### src/rtl/regfile_sb.sv
// Scoreboarded register file: DEPTH x DATA_W, two combinational read ports, one writeback, one reservation port.
// Reads are combinational and writes land 1 cycle later; iss_stall_o refuses a reservation on an entry whose producer is still pending.
module regfile_sb #(
    parameter int DATA_W   = 32,
    parameter int ADDR_W   = 5,
    parameter bit BYPASS   = 1'b1,
    parameter bit ZERO_REG = 1'b1
) (
    input  logic              clk,
    input  logic              rst,
    output logic              ready_o,
    input  logic [ADDR_W-1:0] rs1_addr_i,
    input  logic [ADDR_W-1:0] rs2_addr_i,
    output logic [DATA_W-1:0] rs1_data_o,
    output logic [DATA_W-1:0] rs2_data_o,
    output logic              rs1_busy_o,
    output logic              rs2_busy_o,
    input  logic              wr_en,
    input  logic [ADDR_W-1:0] rd_addr_i,
    input  logic [DATA_W-1:0] rd_data_i,
    input  logic              iss_en,
    input  logic [ADDR_W-1:0] iss_addr_i,
    output logic              iss_stall_o
);

    localparam int DEPTH = 2 ** ADDR_W;

    typedef enum logic {
        INIT = 1'b0,
        RUN  = 1'b1
    } state_e;

    state_e              state_q;
    logic [ADDR_W-1:0]   clr_cnt_q;
    logic                ready_q;
    logic [DEPTH-1:0]    busy_q;
    logic [DEPTH-1:0]    busy_d;
    logic [DATA_W-1:0]   mem_q [DEPTH];

    logic                run;
    logic                clearing;
    logic                iss_hit_wr;
    logic                iss_take;
    logic                wr_take;

    // Gating with rst keeps every output at its reset value while reset is held.
    assign run      = rst & ready_q;
    assign clearing = rst & (state_q == INIT);
    assign ready_o  = run;

    always_ff @(posedge clk) begin
        if (!rst) begin
            state_q   <= INIT;
            clr_cnt_q <= '0;
            ready_q   <= 1'b0;
        end else begin
            case (state_q)
                INIT: begin
                    clr_cnt_q <= clr_cnt_q + ADDR_W'(1);
                    if (clr_cnt_q == ADDR_W'(DEPTH - 1)) begin
                        state_q <= RUN;
                        ready_q <= 1'b1;
                    end
                end
                RUN: begin
                    state_q <= RUN;
                    ready_q <= 1'b1;
                end
                default: begin
                    state_q <= INIT;
                    ready_q <= 1'b0;
                end
            endcase
        end
    end

    function automatic logic [DATA_W:0] read_port(
        input logic              active,
        input logic [ADDR_W-1:0] addr,
        input logic [DATA_W-1:0] entry,
        input logic              entry_busy,
        input logic              wen,
        input logic [ADDR_W-1:0] waddr,
        input logic [DATA_W-1:0] wdata
    );
        logic [DATA_W:0] res;
        res = '0;
        if (active) begin
            if (ZERO_REG && (addr == '0)) begin
                res = '0;
            end else if (BYPASS && wen && (waddr == addr)) begin
                res = {1'b0, wdata};
            end else begin
                res = {entry_busy, entry};
            end
        end
        return res;
    endfunction

    assign {rs1_busy_o, rs1_data_o} = read_port(run, rs1_addr_i, mem_q[rs1_addr_i],
                                                busy_q[rs1_addr_i], wr_en, rd_addr_i, rd_data_i);
    assign {rs2_busy_o, rs2_data_o} = read_port(run, rs2_addr_i, mem_q[rs2_addr_i],
                                                busy_q[rs2_addr_i], wr_en, rd_addr_i, rd_data_i);

    // A writeback retiring the same entry this cycle releases the WAW hazard.
    assign iss_hit_wr  = wr_en & (rd_addr_i == iss_addr_i);
    assign iss_stall_o = run & iss_en & busy_q[iss_addr_i] & ~iss_hit_wr;
    assign iss_take    = run & iss_en & ~iss_stall_o & !(ZERO_REG && (iss_addr_i == '0));
    assign wr_take     = run & wr_en & !(ZERO_REG && (rd_addr_i == '0));

    // Set after clear so a same-entry issue wins over the retiring write.
    always_comb begin
        busy_d = busy_q;
        if (run && wr_en) begin
            busy_d[rd_addr_i] = 1'b0;
        end
        if (iss_take) begin
            busy_d[iss_addr_i] = 1'b1;
        end
    end

    always_ff @(posedge clk) begin
        if (!rst) begin
            busy_q <= '0;
        end else begin
            busy_q <= busy_d;
        end
    end

    always_ff @(posedge clk) begin
        if (clearing) begin
            mem_q[clr_cnt_q] <= '0;
        end else if (wr_take) begin
            mem_q[rd_addr_i] <= rd_data_i;
        end
    end

endmodule

### config.mk
export PLATFORM = sky130hd
export DESIGN_NAME = regfile_sb
export DESIGN_NICKNAME = d
export VERILOG_FILES = /design/src/rtl/regfile_sb.sv
export SDC_FILE = /design/constraint.sdc
export NUM_CORES = 1
export LEC_CHECK = 0
export ABC_AREA = 1
export BUFFER_PORTS_ARGS = -buffer_cell sky130_fd_sc_hd__buf_2
export CELL_PAD_IN_SITES_DETAIL_PLACEMENT = 2
export CELL_PAD_IN_SITES_GLOBAL_PLACEMENT = 2
export CORE_ASPECT_RATIO = 1.2
export CORE_UTILIZATION = 44
export CTS_CLUSTER_DIAMETER = 100
export DETAILED_ROUTE_END_ITERATION = 12
export PLACE_DENSITY_LB_ADDON = 0.2
export RECOVER_POWER = 50
export SYNTH_ARGS = -nofsm -noshare
export SYNTH_HDL_FRONTEND = slang
export SYNTH_SLANG_ARGS = --single-unit
### constraint.sdc
create_clock -name clk -period 6.7 [get_ports clk]
set_input_delay 0.67 -clock clk [delete_from_list [all_inputs] [get_ports clk]]
set_output_delay 0.67 -clock clk [all_outputs]
set_load 0.03 [all_outputs]
Word level (Yosys, flattened, before mapping)
Memories as Yosys holds them, arrays and structs flattened.
Cells that the tools add are included.
- register bits: 39
- RAM bits: 1024
- input bits: 56
- logic and storage cells: 75
- memories kept: 1
- memories (memory ; depth ; bits a word ; read ports ; clocked after memory_dff ; wr ports ; RTL line ; text):
    mem_q ; 32 ; 32 ; 2 ; 0 ; 1 ; 38 ; logic [DATA_W-1:0] mem_q [DEPTH];
- $add $sub $neg: 1
- $lt $le $gt $ge: 6
- equality and inequality tests: 5
- mux-type cells: 30
- bitwise logic cells: 16
- reductions and logical operators: 12
- operators with widths (operator ; number):
    $mux W33 ; 6
    $mux W32 ; 3
    $and A32 B32 Y32 ; 1
    $not A32 Y32 ; 1
    $or A32 B32 Y32 ; 1
    $reduce_or A32 Y1 ; 1
    $lt A5 B6 Y1 const B ; 4
    $logic_not A5 Y1 ; 4
    $bmux W1 S5 ; 3
    $eq A5 B5 Y1 ; 3
    $mux W1 ; 13
    $and A1 B1 Y1 ; 10
    $demux W1 S5 ; 2
    $ge A5 B1 Y1 const B ; 2
    $add A5 B1 Y5 const B ; 1
    $eq A5 B5 Y1 const B ; 1
    $logic_and A1 B1 Y1 ; 5
    $mux W5 ; 1
    $pmux W1 S2 ; 2
    $not A1 Y1 ; 3
    $logic_not A1 Y1 ; 2
    $ne A2 B1 Y1 const B ; 1

Logic depth before layout (Yosys ltp)
- word-level depth: 9
- mapped depth: 14

Worst setup path after synthesis
No wires, ideal clock.
- path kind: input to register
- start point: input rd_addr_i[3]
- end point: memory mem_q[12][0], enable pin
- setup time: 421 ps
- arrival: 3149 ps
- path slack: 3130 ps
- stages: 11
- buffers on the path: 2
- cell sequence: buf_2 -> nor3_4 -> nand2_2 -> nand3_4 -> buf_6 -> nand2_1 -> o21ai_2 -> inv_2 -> nor2_4 -> nand2_2 -> nor2_1
- cells in the longest elaborated chain, start to end: 8
- elaborated cells between the ends (all ways): 9
- classes of those cells: mux (5); bitwise (1); reduce/logical (3)
- RTL lines (element ; RTL line ; text):
    start, declared ; 19 ; input logic [ADDR_W-1:0] rd_addr_i,
    $logic_not A5 Y1 ; 109 ; assign wr_take = run & wr_en & !(ZERO_REG && (rd_addr_i == '0));
    $logic_not A1 Y1 ; 109 ;
    $and A1 B1 Y1 ; 109 ;
    $mux W1 ; 133 ; end else if (wr_take) begin
    $mux W1 ; 131 ; if (clearing) begin
    $mux W1 (implied by the code) ; 134 ; mem_q[rd_addr_i] <= rd_data_i;
    $reduce_or A32 Y1 (no source line) ; - ;
    $mux W5 (no source line) or $mux W1 (tied branches) ; - ;
    end, declared ; 38 ;
Several ways; a longest one is shown, not always the timed one.

Worst setup path after layout
- start point: register state_q
- end point: memory mem_q[13][14], enable pin
- cells in the longest elaborated chain, start to end: 6
- elaborated cells between the ends (all ways): 9
- classes of those cells: mux (6); bitwise (2); reduce/logical (1)
- RTL lines (element ; RTL line ; text):
    start, declared ; 33 ; state_e state_q;
    start signal, assigned ; 53 ; state_q <= INIT;
    start signal, assigned ; 61 ; state_q <= RUN;
    start signal, assigned ; 66 ; state_q <= RUN;
    $not A1 Y1 * ; - ;
    $and A1 B1 Y1 * ; 48 ; assign clearing = rst & (state_q == INIT);
    $mux W1 ; 131 ;
    $mux W1 (implied by the code) ; 134 ;
    $reduce_or A32 Y1 (no source line) ; - ;
    $mux W5 (no source line) or $mux W1 (tied branches) ; - ;
Every way passes the cells marked *; elsewhere a longest branch is shown, timed or not.

==> impl_metrics.yaml <==
run_status:
  status: "finished with violations"
  violations: "capacitance limit, slew limit"
power:
  clkPwrFrac: 0.423
  peakVddDrop_mv: 0.213
  total_power_w: 0.0151
  switching_share: 0.268
  leakagePower_nw: 21.8
  combPwrFrac: 0.098
  p_int_w: 0.0111
  p_per_area_mw_per_mm2: 253
  power_frac_seq: 0.479
  p_switching_w: 0.00406
yosys:
  synth_cell_types: 39
  yosysSeqAreaShare: 0.580
  ys_ff_latch: 1063
  ys_warn_count: 0
  syn_avg_cell_area_um2: 9.31
  syn_area_mm2: 0.0544
  synth_fp_nets: 5898
  syn_inst: 5840
worst_setup_path:
  rr_endpoint: "mem_q[13][14]$_DFFE_PP_"
  startpoint: "state_q$_SDFF_PN0_"
  setup.worst_path.end_class: "flip-flop"
  crit_type: "reg2reg"
  crit_required_ns: 7.07
  crit_path_end: "mem_q[13][14]$_DFFE_PP_"
  rr_worst_depth: 10
  path_max_fanout: 23
  cp.arrival_ns: 6.34
  r2r-start: "state_q$_SDFF_PN0_"
  regToRegSetupSlack_ns: 0.74
  cp-start-kind: "flip-flop"
clocking:
  insertion_delay_ns: 0.76
  clk_pin_slew_worst_paths_ns: 0.06
  cts-htree-levels: 3
  cts_resized: 0
  root_buffer: "clkbuf_16"
  clk_path_buf_depth: 3
  hold_buffers: 0
  cts_sinks: 1063
  numCtsBuffers: 114
  post_cts_buffers: 0
  cts_tree: "built"
sta:
  hold_violations: 0
  fin_crit_sh: 0.890
  fin_setup_tns_ns: 0
  finalCriticalPeriod_ns: 5.96
  fin_worst_skew_ns: 0.0254
  slew_viol_final: 548
  grt_setup_unrepaired: "no"
  max_freq_ghz: 0.168
  setup-violations-final: 0
  worst_pin_slew_ns: 1.82
  holdWs_ns: 0.306
  slew-limit-headroom: -0.210
grt:
  grt_first_pass_wirelength_mm: 368
  grt-ovfl-total: 0
  grt_antenna_before_repair: 6
  grt_max_degree: 168
  first_global_vias: 53700
  gr-usage-all-layers: 0.401
route:
  first_iter_violations: 5551
  wl_per_cell_um: 34.0
  drc_errors: 0
  via_count: 50000
  antenna_left: 0
  vias_per_cell: 6.70
  routed_wl_mm: 254
  first_pass_iters: 6
place:
  numPortBuffers: 123
  gp_congestion: 0.827
  dp_cells: 7248
  hpwlAfterDp_mm: 142
floorplanning:
  std_cell_rows: 140
  start_util: 0.446
  dieHeight_um: 387
  die_area_mm2: 0.125
  core_mm2: 0.122
  die_width_um: 323
  ios: 124
final_layout:
  finalNonFillerCells: 7460
  syn_to_final_growth_pct: 9.87
  drive_above_1_share: 0.0778
  layout.nets: 5789
worst_hold_path:
  hold_depth: 3
  hp-start: "rst"
  hold_path.class: "in2reg"
job:
  drv_cap: 20
## logic make-up (layout without fill, tap and decap cells)
logic type                 count (synthesis)  count (layout)  share of synthesized area
AOI/OAI and AO/OA                       2067            2067                      0.205
and+or+nand+nor                         1586            1586                      0.130
buffers and inverters                   1117            1103                     0.0846
DFF                                     1063            1063                      0.580
xor gates and xnor gates                   5               5                   0.000805
adders and majority gates                  2               2                   0.000460
other                                      0               1                          0
## stage by stage
| step | area (µm²) | worst slack (ns) | utilization |
|---|---|---|---|
| 2_1_floorplan | 54400 | 3.13 | - |
| 3_3_place_gp | 56300 | 1.85 | 0.462 |
| 3_5_place_dp | 56300 | 1.76 | 0.462 |
| 4_1_cts | 59900 | 1.81 | 0.491 |
| 5_1_grt | 59700 | 0.783 | 0.490 |
| 6_report | 59700 | 0.736 | 0.490 |
## power by group through the flow
stage	Clock [W]	Combinational, W	Sequential (W)
3_3_place_gp	0	0.00133	0.00738
6_report	0.00640	0.00148	0.00724
4_1_cts	0.00641	0.00143	0.00724
2_1_floorplan	0	0.000841	0.00738
5_1_grt	0.00661	0.00153	0.00724
3_5_place_dp	0	0.00140	0.00738
## critical path, stage by stage, from the launching register on
cell and delay, ns:
dfxtp_1 0.49, inv_1 0.15, nand2_1 0.11, nand3_1 1.18, buf_4 0.77, o21ai_0 0.88
inv_2 0.15, nor2_4 0.19, nand2_2 0.17, nor2_4 0.68, buf_4 0.75
## cell usage in the layout, fill, tap and decap left out, drive strengths merged
master / Yosys / final
nor2: 247 / 247
nor3: 14 / 14
o211ai: 189 / 189
o22ai: 25 / 25
buf: 267 / 215
clkinv: 6 / 52
diode: 0 / 1
edfxtp: 1024 / 1024
ha: 2 / 2
o221ai: 9 / 9
a211oi: 2 / 2
nand3: 778 / 778
a31oi: 1 / 1
inv: 636 / 640
dfxtp: 39 / 39
xor2: 5 / 5
a21oi: 828 / 828
nand2: 546 / 546
clkbuf: 208 / 187
a211o: 1 / 1
o2111ai: 35 / 35
o31ai: 33 / 33
or2: 1 / 1
o21ai: 944 / 944
clkinvlp: 0 / 2
bufinv: 0 / 7
## final cells by class
class	count	area, µm²
Fill cell	12900	62200
Multi-Input combinational cell	3660	18500
Clock inverter	59	465
Antenna cell	1	2.50
Tap cell	1633	2040
Timing Repair Buffer	250	1650
Sequential cell	1063	31500
Clock buffer	152	3110
Inverter	642	2460
## registers in the layout, summed over array words and instances (netlist names)
| name | cells |
|---|---|
| mem_q | 1024 |
| busy_q | 32 |
| clr_cnt_q | 5 |
| ready_q | 1 |
| state_q | 1 |
## how the worst min path moves through the flow
stage | endpoint | slack (ns)
CTS | clr_cnt_q[0]$_SDFFE_PN0N_ | 0.20
global route | clr_cnt_q[1]$_SDFFE_PN0N_ | 0.35
detailed placement | ready_q$_SDFFE_PN0P_ | 0.47
global placement | busy_q[0]$_SDFF_PN0_ | 0.44
finish | clr_cnt_q[0]$_SDFFE_PN0N_ | 0.31
floorplan | busy_q[0]$_SDFF_PN0_ | 0.43
## cell usage after synthesis, drive strengths merged
| library cell | n | area (µm²) |
|---|---|---|
| edfxtp | 1024 | 30700 |
| o21ai | 944 | 4750 |
| a21oi | 828 | 4140 |
| nand3 | 778 | 3920 |
| inv | 636 | 2390 |
| nand2 | 546 | 2080 |
| buf | 267 | 1400 |
| nor2 | 247 | 961 |
| clkbuf | 208 | 782 |
| o211ai | 189 | 1420 |
| dfxtp | 39 | 781 |
| o2111ai | 35 | 307 |
| o31ai | 33 | 248 |
| o22ai | 25 | 156 |
| nor3 | 14 | 81.3 |
| o221ai | 9 | 78.8 |
| clkinv | 6 | 22.5 |
| xor2 | 5 | 43.8 |
| a211oi | 2 | 15.0 |
| ha | 2 | 25.0 |
| a211o | 1 | 8.76 |
| a31oi | 1 | 6.26 |
| or2 | 1 | 6.26 |
## per-layer routing
layer / track usage / routed length (µm) / up-vias
met4: 0.244 / 17000 / 4
li1: - / - / 20600
met5: 0 / 21 / -
met3: 0.0753 / 21400 / 861
met2: 0.658 / 122000 / 2783
met1: 0.487 / 93600 / 25700
No activity file was read; power rests on OpenSTA's default activity.
